<file path="config.mk">
export PLATFORM = sky130hd
export DESIGN_NAME = rc5_key_expand_loader
export DESIGN_NICKNAME = d
export VERILOG_FILES = /design/src/rtl/rc5_pkg.sv /design/src/rtl/rc5_key_expand_loader_packer.sv /design/src/rtl/rc5_key_expand_loader.sv
export SDC_FILE = /design/constraint.sdc
export NUM_CORES = 1
export LEC_CHECK = 0
export ABC_AREA = 1
export BUFFER_PORTS_ARGS = -buffer_cell sky130_fd_sc_hd__buf_2
export CAP_MARGIN = 20
export CORE_ASPECT_RATIO = 1.5
export CORE_MARGIN = 2
export CORE_UTILIZATION = 57
export CTS_BUF_LIST = sky130_fd_sc_hd__clkbuf_2
export CTS_CLUSTER_SIZE = 25
export DETAILED_ROUTE_END_ITERATION = 6
export PLACE_DENSITY = 0.87
export SLEW_MARGIN = 10
export SYNTH_ARGS = -nofsm -noshare
export SYNTH_HDL_FRONTEND = slang
export SYNTH_HIERARCHICAL = 1
export SYNTH_SLANG_ARGS = --single-unit
export TNS_END_PERCENT = 50
</file>
<file path="constraint.sdc">
create_clock -name clk -period 1.8 [get_ports clk]
set_input_delay 0.18 -clock clk [delete_from_list [all_inputs] [get_ports clk]]
set_output_delay 0.18 -clock clk [all_outputs]
set_load 0.01 [all_outputs]
</file>
<file path="src/rtl/rc5_pkg.sv">
// rc5_pkg: shared definitions for the RC5 key-expansion L loader.
//   - state_t: FSM state encoding used by rc5_key_expand_loader
//   - BYTE_W: key byte width
//   - w_legal(): legal RC5 word widths (16/32/64)
//   - clog2_min1(), ceil_div(): width and word-count helpers
package rc5_pkg;

  localparam int BYTE_W = 8;

  typedef enum logic [2:0] {
    S_IDLE  = 3'd0,
    S_FETCH = 3'd1,
    S_DRAIN = 3'd2,
    S_CLEAR = 3'd3,
    S_DONE  = 3'd4
  } state_t;

  function automatic bit w_legal(input int w);
    return (w == 16) || (w == 32) || (w == 64);
  endfunction

  // Address widths never collapse to zero bits.
  function automatic int clog2_min1(input int v);
    return (v <= 1) ? 1 : $clog2(v);
  endfunction

  function automatic int ceil_div(input int a, input int d);
    return (a + d - 1) / d;
  endfunction

endpackage

</file>
<file path="src/rtl/rc5_key_expand_loader_packer.sv">
// rc5_byte_packer: byte-to-word packer for the RC5 L loader.
// Tags each key-RAM read with a 1-cycle valid/index pipe so the byte can be
// matched to its index when it returns, shifts it into the accumulator and
// emits a registered L write when the byte lands on a word boundary.
// A forced write (frc_we) stores zero at frc_addr; the FSM only raises it
// when no key byte is in flight.
// Ports:
//   clk, rst_n          clock, async active-low reset
//   rd_vld, rd_idx      key read issued this cycle and its byte index
//   key_data            key RAM data (1-cycle latency)
//   frc_we, frc_addr    zero-write request from the FSM
//   l_we, l_addr, l_data  registered L RAM write port
module rc5_byte_packer
  import rc5_pkg::*;
#(
  parameter int W    = 32,
  parameter int KA_W = 4,
  parameter int LA_W = 2
) (
  input  logic              clk,
  input  logic              rst_n,
  input  logic              rd_vld,
  input  logic [KA_W-1:0]   rd_idx,
  input  logic [BYTE_W-1:0] key_data,
  input  logic              frc_we,
  input  logic [LA_W-1:0]   frc_addr,
  output logic              l_we,
  output logic [LA_W-1:0]   l_addr,
  output logic [W-1:0]      l_data
);

  localparam int U = W / BYTE_W;

  logic              vld_q, vld_d;
  logic [KA_W-1:0]   idx_q, idx_d;
  logic [W-1:0]      acc_q, acc_d, acc_new;
  logic              l_we_q, l_we_d;
  logic [LA_W-1:0]   l_addr_q, l_addr_d;
  logic [W-1:0]      l_data_q, l_data_d;

  assign acc_new = {acc_q[W-BYTE_W-1:0], key_data};

  always_comb begin
    vld_d    = rd_vld;
    idx_d    = rd_idx;
    acc_d    = acc_q;
    l_we_d   = 1'b0;
    l_addr_d = '0;
    l_data_d = '0;
    if (vld_q) begin
      acc_d = acc_new;
      // Lowest byte of a word closes it; high bytes of a partial top word
      // were never shifted in, so they read as zero.
      if ((int'(idx_q) % U) == 0) begin
        l_we_d   = 1'b1;
        l_addr_d = LA_W'(int'(idx_q) / U);
        l_data_d = acc_new;
        acc_d    = '0;
      end
    end else if (frc_we) begin
      l_we_d   = 1'b1;
      l_addr_d = frc_addr;
    end
  end

  always_ff @(posedge clk or negedge rst_n) begin
    if (!rst_n) begin
      vld_q    <= 1'b0;
      idx_q    <= '0;
      acc_q    <= '0;
      l_we_q   <= 1'b0;
      l_addr_q <= '0;
      l_data_q <= '0;
    end else begin
      vld_q    <= vld_d;
      idx_q    <= idx_d;
      acc_q    <= acc_d;
      l_we_q   <= l_we_d;
      l_addr_q <= l_addr_d;
      l_data_q <= l_data_d;
    end
  end

  assign l_we   = l_we_q;
  assign l_addr = l_addr_q;
  assign l_data = l_data_q;

endmodule

</file>
<file path="src/rtl/rc5_key_expand_loader.sv">
// rc5_key_expand_loader: streams key bytes K[b-1..0] from the key RAM into
// the RC5 L array, one byte per cycle, L[c-1] written first down to L[0].
// Optional macro RC5_L_CLEAR_EN: after the key words, zero L[c..CMAX-1] in
// ascending order before signalling done.
// Ports:
//   clk, rst_n         clock, async active-low reset
//   start, key_len     load request and key length (clamped to BMAX)
//   busy, done         handshake; done is a one-cycle pulse
//   c_count            words written, max(1, ceil(b/U))
//   key_re, key_addr, key_data   key RAM read port (1-cycle latency)
//   l_we, l_addr, l_data         L RAM write port
//
// state   | meaning
// IDLE    | waiting for start
// FETCH   | issuing key reads, i = b-1 down to 0
// DRAIN   | last byte returning; empty key issues a single zero write
// CLEAR   | zeroing L[c..CMAX-1] (RC5_L_CLEAR_EN only)
// DONE    | one-cycle completion pulse
module rc5_key_expand_loader
  import rc5_pkg::*;
#(
  parameter  int W    = 32,
  parameter  int BMAX = 16,
  localparam int U    = W / 8,
  localparam int CMAX = (ceil_div(BMAX, U) < 1) ? 1 : ceil_div(BMAX, U),
  localparam int KA_W = clog2_min1(BMAX),
  localparam int LA_W = clog2_min1(CMAX)
) (
  input  logic            clk,
  input  logic            rst_n,
  input  logic            start,
  input  logic [7:0]      key_len,
  output logic            busy,
  output logic            done,
  output logic [LA_W:0]   c_count,
  output logic            key_re,
  output logic [KA_W-1:0] key_addr,
  input  logic [7:0]      key_data,
  output logic            l_we,
  output logic [LA_W-1:0] l_addr,
  output logic [W-1:0]    l_data
);

  localparam int CW = LA_W + 1;

  if (!w_legal(W)) begin : g_w_illegal
    $error("rc5_key_expand_loader: W must be 16, 32 or 64");
  end

  state_t            state_q, state_d;
  logic [7:0]        b_q, b_d;
  logic [CW-1:0]     c_q, c_d;
  logic              key_re_q, key_re_d;
  logic [KA_W-1:0]   key_addr_q, key_addr_d;
  logic              frc_we;
  logic [LA_W-1:0]   frc_addr;
`ifdef RC5_L_CLEAR_EN
  logic [CW-1:0]     clr_ptr_q, clr_ptr_d;
`endif

  always_comb begin
    state_d    = state_q;
    b_d        = b_q;
    c_d        = c_q;
    key_re_d   = 1'b0;
    key_addr_d = key_addr_q;
    frc_we     = 1'b0;
    frc_addr   = '0;
`ifdef RC5_L_CLEAR_EN
    clr_ptr_d  = clr_ptr_q;
`endif
    case (state_q)
      S_IDLE: begin
        if (start) begin
          b_d = (key_len > 8'(BMAX)) ? 8'(BMAX) : key_len;
          c_d = (b_d == 8'd0) ? CW'(1) : CW'(ceil_div(int'(b_d), U));
          if (b_d != 8'd0) begin
            state_d    = S_FETCH;
            key_re_d   = 1'b1;
            key_addr_d = KA_W'(b_d - 8'd1);
          end else begin
            state_d = S_DRAIN;
          end
        end
      end
      S_FETCH: begin
        // key_addr_q is the read in flight this cycle; it doubles as i.
        if (key_addr_q == '0) begin
          state_d = S_DRAIN;
        end else begin
          key_re_d   = 1'b1;
          key_addr_d = key_addr_q - KA_W'(1);
        end
      end
      S_DRAIN: begin
        // The L[0] write is always the last key write, including b = 0.
        if (l_we && (l_addr == '0)) begin
`ifdef RC5_L_CLEAR_EN
          if (c_q < CW'(CMAX)) begin
            state_d   = S_CLEAR;
            frc_we    = 1'b1;
            frc_addr  = LA_W'(c_q);
            clr_ptr_d = c_q + CW'(1);
          end else begin
            state_d = S_DONE;
          end
`else
          state_d = S_DONE;
`endif
        end else if ((b_q == 8'd0) && !l_we) begin
          frc_we = 1'b1;
        end
      end
`ifdef RC5_L_CLEAR_EN
      S_CLEAR: begin
        if (clr_ptr_q == CW'(CMAX)) begin
          state_d = S_DONE;
        end else begin
          frc_we    = 1'b1;
          frc_addr  = LA_W'(clr_ptr_q);
          clr_ptr_d = clr_ptr_q + CW'(1);
        end
      end
`endif
      S_DONE:  state_d = S_IDLE;
      default: state_d = S_IDLE;
    endcase
  end

  always_ff @(posedge clk or negedge rst_n) begin
    if (!rst_n) begin
      state_q    <= S_IDLE;
      b_q        <= '0;
      c_q        <= '0;
      key_re_q   <= 1'b0;
      key_addr_q <= '0;
`ifdef RC5_L_CLEAR_EN
      clr_ptr_q  <= '0;
`endif
    end else begin
      state_q    <= state_d;
      b_q        <= b_d;
      c_q        <= c_d;
      key_re_q   <= key_re_d;
      key_addr_q <= key_addr_d;
`ifdef RC5_L_CLEAR_EN
      clr_ptr_q  <= clr_ptr_d;
`endif
    end
  end

  rc5_byte_packer #(
    .W   (W),
    .KA_W(KA_W),
    .LA_W(LA_W)
  ) u_packer (
    .clk     (clk),
    .rst_n   (rst_n),
    .rd_vld  (key_re_q),
    .rd_idx  (key_addr_q),
    .key_data(key_data),
    .frc_we  (frc_we),
    .frc_addr(frc_addr),
    .l_we    (l_we),
    .l_addr  (l_addr),
    .l_data  (l_data)
  );

  assign busy     = (state_q == S_FETCH) || (state_q == S_DRAIN) || (state_q == S_CLEAR);
  assign done     = (state_q == S_DONE);
  assign c_count  = c_q;
  assign key_re   = key_re_q;
  assign key_addr = key_addr_q;

endmodule

</file>
==> flow_metrics.py <==
metrics = {
    "critical_path": {
        "r2r_start": "state_q[2]",
        "startpoint": "key_len[2]",
        "critPathCaptureType": "flip-flop",
        "slowest_stage": "dlygate4sd3_1",
        "cp_common_cell": "nand2_2",
        "r2r-end": "key_addr[2]",
        "worstSetupPathType": "input port to flip-flop",
        "ff2ff_path_depth": 7,
        "endpoint": "key_addr[2]",
        "worstPathCellList": "dlygate4sd3_1 > buf_2 > nor2_1 > nand2_2 > nand2_4 > nand3_1 > nand2_1 > nand2_2 > ha_1 > xnor2_1 > a21oi_2",
        "critPathMaxFanout": 6,
        "r2r_slack_ns": 0.15,
        "cpPeakStageDelay_ns": 0.56,
        "crit_required_ns": 2.22,
        "start_kind": "input port",
        "cp.arrival_ns": 2.11,
    },
    "cts": {
        "htreeDepth": 3,
        "cts_tree": "done",
        "clock_latency_ns": 0.54,
        "clockRootBuffer": "clkbuf_2",
        "cts_resized": 0,
        "path_clk_slew_ns": 0.24,
        "cts.sinks": 83,
        "clockBufferDepth": 2,
        "numCtsBuffers": 9,
    },
    "floorplanning": {
        "start_util_pct": 59.1,
        "placementRows": 34,
        "die_h_um": 99.2,
        "dieWidth_um": 67.5,
        "core_region_area_mm2": 0.00583,
        "pin_count": 64,
        "dieArea_mm2": 0.00669,
    },
    "layout": {
        "drive_gt1_share_pct": 28.2,
        "fillerInstances": 438,
        "diodes": 0,
        "syn2layout_area_growth_pct": 17.6,
        "stdcell_area_mm2": 0.00405,
        "final_nets": 447,
    },
    "logic_synthesis": {
        "synthSimpleGateAreaFrac_pct": 25.5,
        "syn_inst": 345,
        "synth_fa_ha_area_share_pct": 0.364,
        "ys_seq_area_share_pct": 60.3,
        "synth-compound-area-share_pct": 6.72,
        "synth_xor_area_share_pct": 0.254,
        "yosysWarningCount": 6,
        "avgSynthCellArea_um2": 9.98,
        "synthMuxAreaShare_pct": 0,
        "synth_async_sr_flop_share_pct": 100,
        "ys.flop_type": "dfrtp_1",
        "synth_top_family_by_area": "simple AND/OR/NAND/NOR gates",
        "synth_top_area_share_pct": 60.3,
        "synth_edf_count": 0,
        "yosysTopAreaCell": "dfrtp_1",
        "synth_area_mm2": 0.00344,
        "yosys-top-cells-count": "97 x nand2_1, 83 x dfrtp_1, 25 x nor3_1",
        "ys_top_cells_by_area": "dfrtp_1 60%, nand2_1 11%, nor3_1 3.6%",
        "yosysMostFrequentCell": "nand2_1",
        "synth.ff_latch_count": 83,
        "synth_cell_type_count": 32,
    },
    "timing": {
        "finalCritPeriodShare_pct": 93.9,
        "fmax_mhz": 591,
        "drv_slew": 0,
        "holdWs_ns": 0.0690,
        "slew_headroom_pct": 62.4,
        "setup_viol": 0,
        "finalCriticalPeriod_ns": 1.69,
        "worst_pin_slew_ns": 0.564,
        "rsz0062_at_grt": "no",
        "setup_tns_ns": 0,
        "finalHoldViolCount": 0,
        "clock_skew_ns": 0.0300,
    },
    "drt": {
        "vias_per_cell": 5.23,
        "post-route-drc-count": 0,
        "avgRoutedWirePerCell_um": 14.4,
        "via_count": 2635,
        "drt_iter0_drc": 233,
        "wirelength_um": 7280,
        "drt_first_pass_iters": 4,
        "postRouteAntennaNets": 0,
    },
    "grt": {
        "grt-ovfl-total": 0,
        "top_usage_layer": "met2",
        "grt_max_degree": 46,
        "gr-usage-all-layers_pct": 24.5,
        "grt_use_met2_pct": 43.8,
        "grt_use_met1_pct": 26.7,
        "use_met3_pct": 5.88,
        "first_global_vias": 2592,
        "grt_first_pass_wirelength_um": 11800,
        "antenna_found_initial": 0,
    },
    "place": {
        "io_buffers": 63,
        "routabilityCongestion": 0.839,
        "placed_area_mm2": 0.00379,
        "dp_hpwl_um": 5070,
    },
    "pwr": {
        "sw_frac_of_total_pct": 43.4,
        "combinationalPowerShare_pct": 39.2,
        "clockPowerShare_pct": 14.9,
        "intPower_uw": 3340,
        "power.density_mw_per_mm2": 1460,
        "worst_ir_drop_vdd_uv": 1140,
        "pwr-share-seq_pct": 45.9,
        "power.leakage_uw": 0.00216,
        "switchingPower_uw": 2560,
    },
    "run": {
        "maxCapViolCount": 0,
    },
    "outcome": {
        "status": "finished clean",
    },
    "worst_hold_path": {
        "hold_path.class": "input port to flip-flop",
    },
}
[how the worst min path moves through the flow]
| stage | startpoint | endpoint | slack, ns | cells after the start |
|---|---|---|---|---|
| 6_report | key_len[4] | b_q[4] | 0.07 | 5 |
| 4_1_cts | key_len[4] | b_q[4] | 0.01 | 5 |
| 3_5_place_dp | rst_n | u_packer/l_data[16] | 0.21 | 1 |
| 5_1_grt | start | b_q[3] | 0.02 | 5 |
| 3_3_place_gp | rst_n | u_packer/l_data[8] | 0.20 | 1 |
| 2_1_floorplan | rst_n | b_q[0] | -0.12 | 0 |
[flip-flops by register name, summed over array words and instances, names as in the netlist]
register,count
u_packer/idx_q,4
u_packer/l_we,1
u_packer/vld_q,1
b_q,8
u_packer/l_data,32
key_addr,4
u_packer/acc_q,24
u_packer/l_addr,2
c_count,3
state_q,3
key_re,1
[cell usage in the layout (no fill, tap or decap)]
cell	count
nand2_1	97
dfrtp_1	83
buf_2	62
nor3_1	25
inv_1	22
o21ai_0	18
nor2_1	17
dlygate4sd3_1	15
nand3_1	11
o21ai_1	9
clkbuf_2	9
nor2_2	6
buf_4	6
nand2_2	5
inv_2	5
nand2_4	4
a21oi_1	4
nor2_8	3
o21ai_2	3
a21oi_2	3
inv_6	3
inv_4	2
nand3_2	2
nand4_1	2
clkinvlp_4	2
conb_1	2
o211ai_1	1
nand3_4	1
o21ai_4	1
nand2_8	1
nor3b_1	1
nor4_1	1
nor2_4	1
xnor2_1	1
ha_1	1
inv_8	1
clkinv_2	1
buf_12	1
[power by group through the flow]
stage / combinational (uW) / sequential [uW] / clock (uW)
floorplan: 1730 / 2710 / 0
global placement: 2170 / 2710 / 0
detailed placement: 2290 / 2740 / 0
CTS: 2320 / 2700 / 899
global route: 2570 / 2760 / 983
finish: 2310 / 2710 / 882
[per-stage QoR]
step	total power (uW)	util [%]	cells	worst slack [ns]
global route	6320	69.4	504	0.0738
finish	5900	69.4	504	0.109
global placement	4880	65.1	473	0.338
detailed placement	5030	65.1	473	0.169
CTS	5920	69.4	504	0.156
floorplan	4450	-	346	0.405
[critical path: cells and delay by family]
kind | cells | cell delay, ns
buf+inv | 2 | 0.72
simple gates | 6 | 0.68
xor+xnor | 1 | 0.24
fa+ha+maj | 1 | 0.22
compound gates | 1 | 0.08
[layout make-up]
type / count / area (um2) / area share [%]
clock inverter: 7 / 57.6 / 1.42
tap: 72 / 90.1 / 2.23
clock buffer: 9 / 45.0 / 1.11
timing repair buffer: 84 / 526 / 13.0
inverter: 29 / 114 / 2.81
sequential: 83 / 2080 / 51.3
multi-input combinational: 220 / 1140 / 28.1
[timing repair]
item,CTS,global route
buffers inserted,0,0
endpoints found under the hold margin,84,0
hold buffers,15,0
[cell families (layout without fill, tap and decap cells)]
logic type	after synthesis	in the layout
compound gates	39	39
xor+xnor	1	1
fa+ha+maj	1	1
buf+inv	43	129
flops	83	83
other cells	1	2
simple gates	177	177
[metal layers]
metal	vias up	wire (um)
li1	1262	-
met1	1270	2630
met2	86	4130
met3	17	331
met4	0	193
met5	-	0
(Power assumes the default switching activity.)
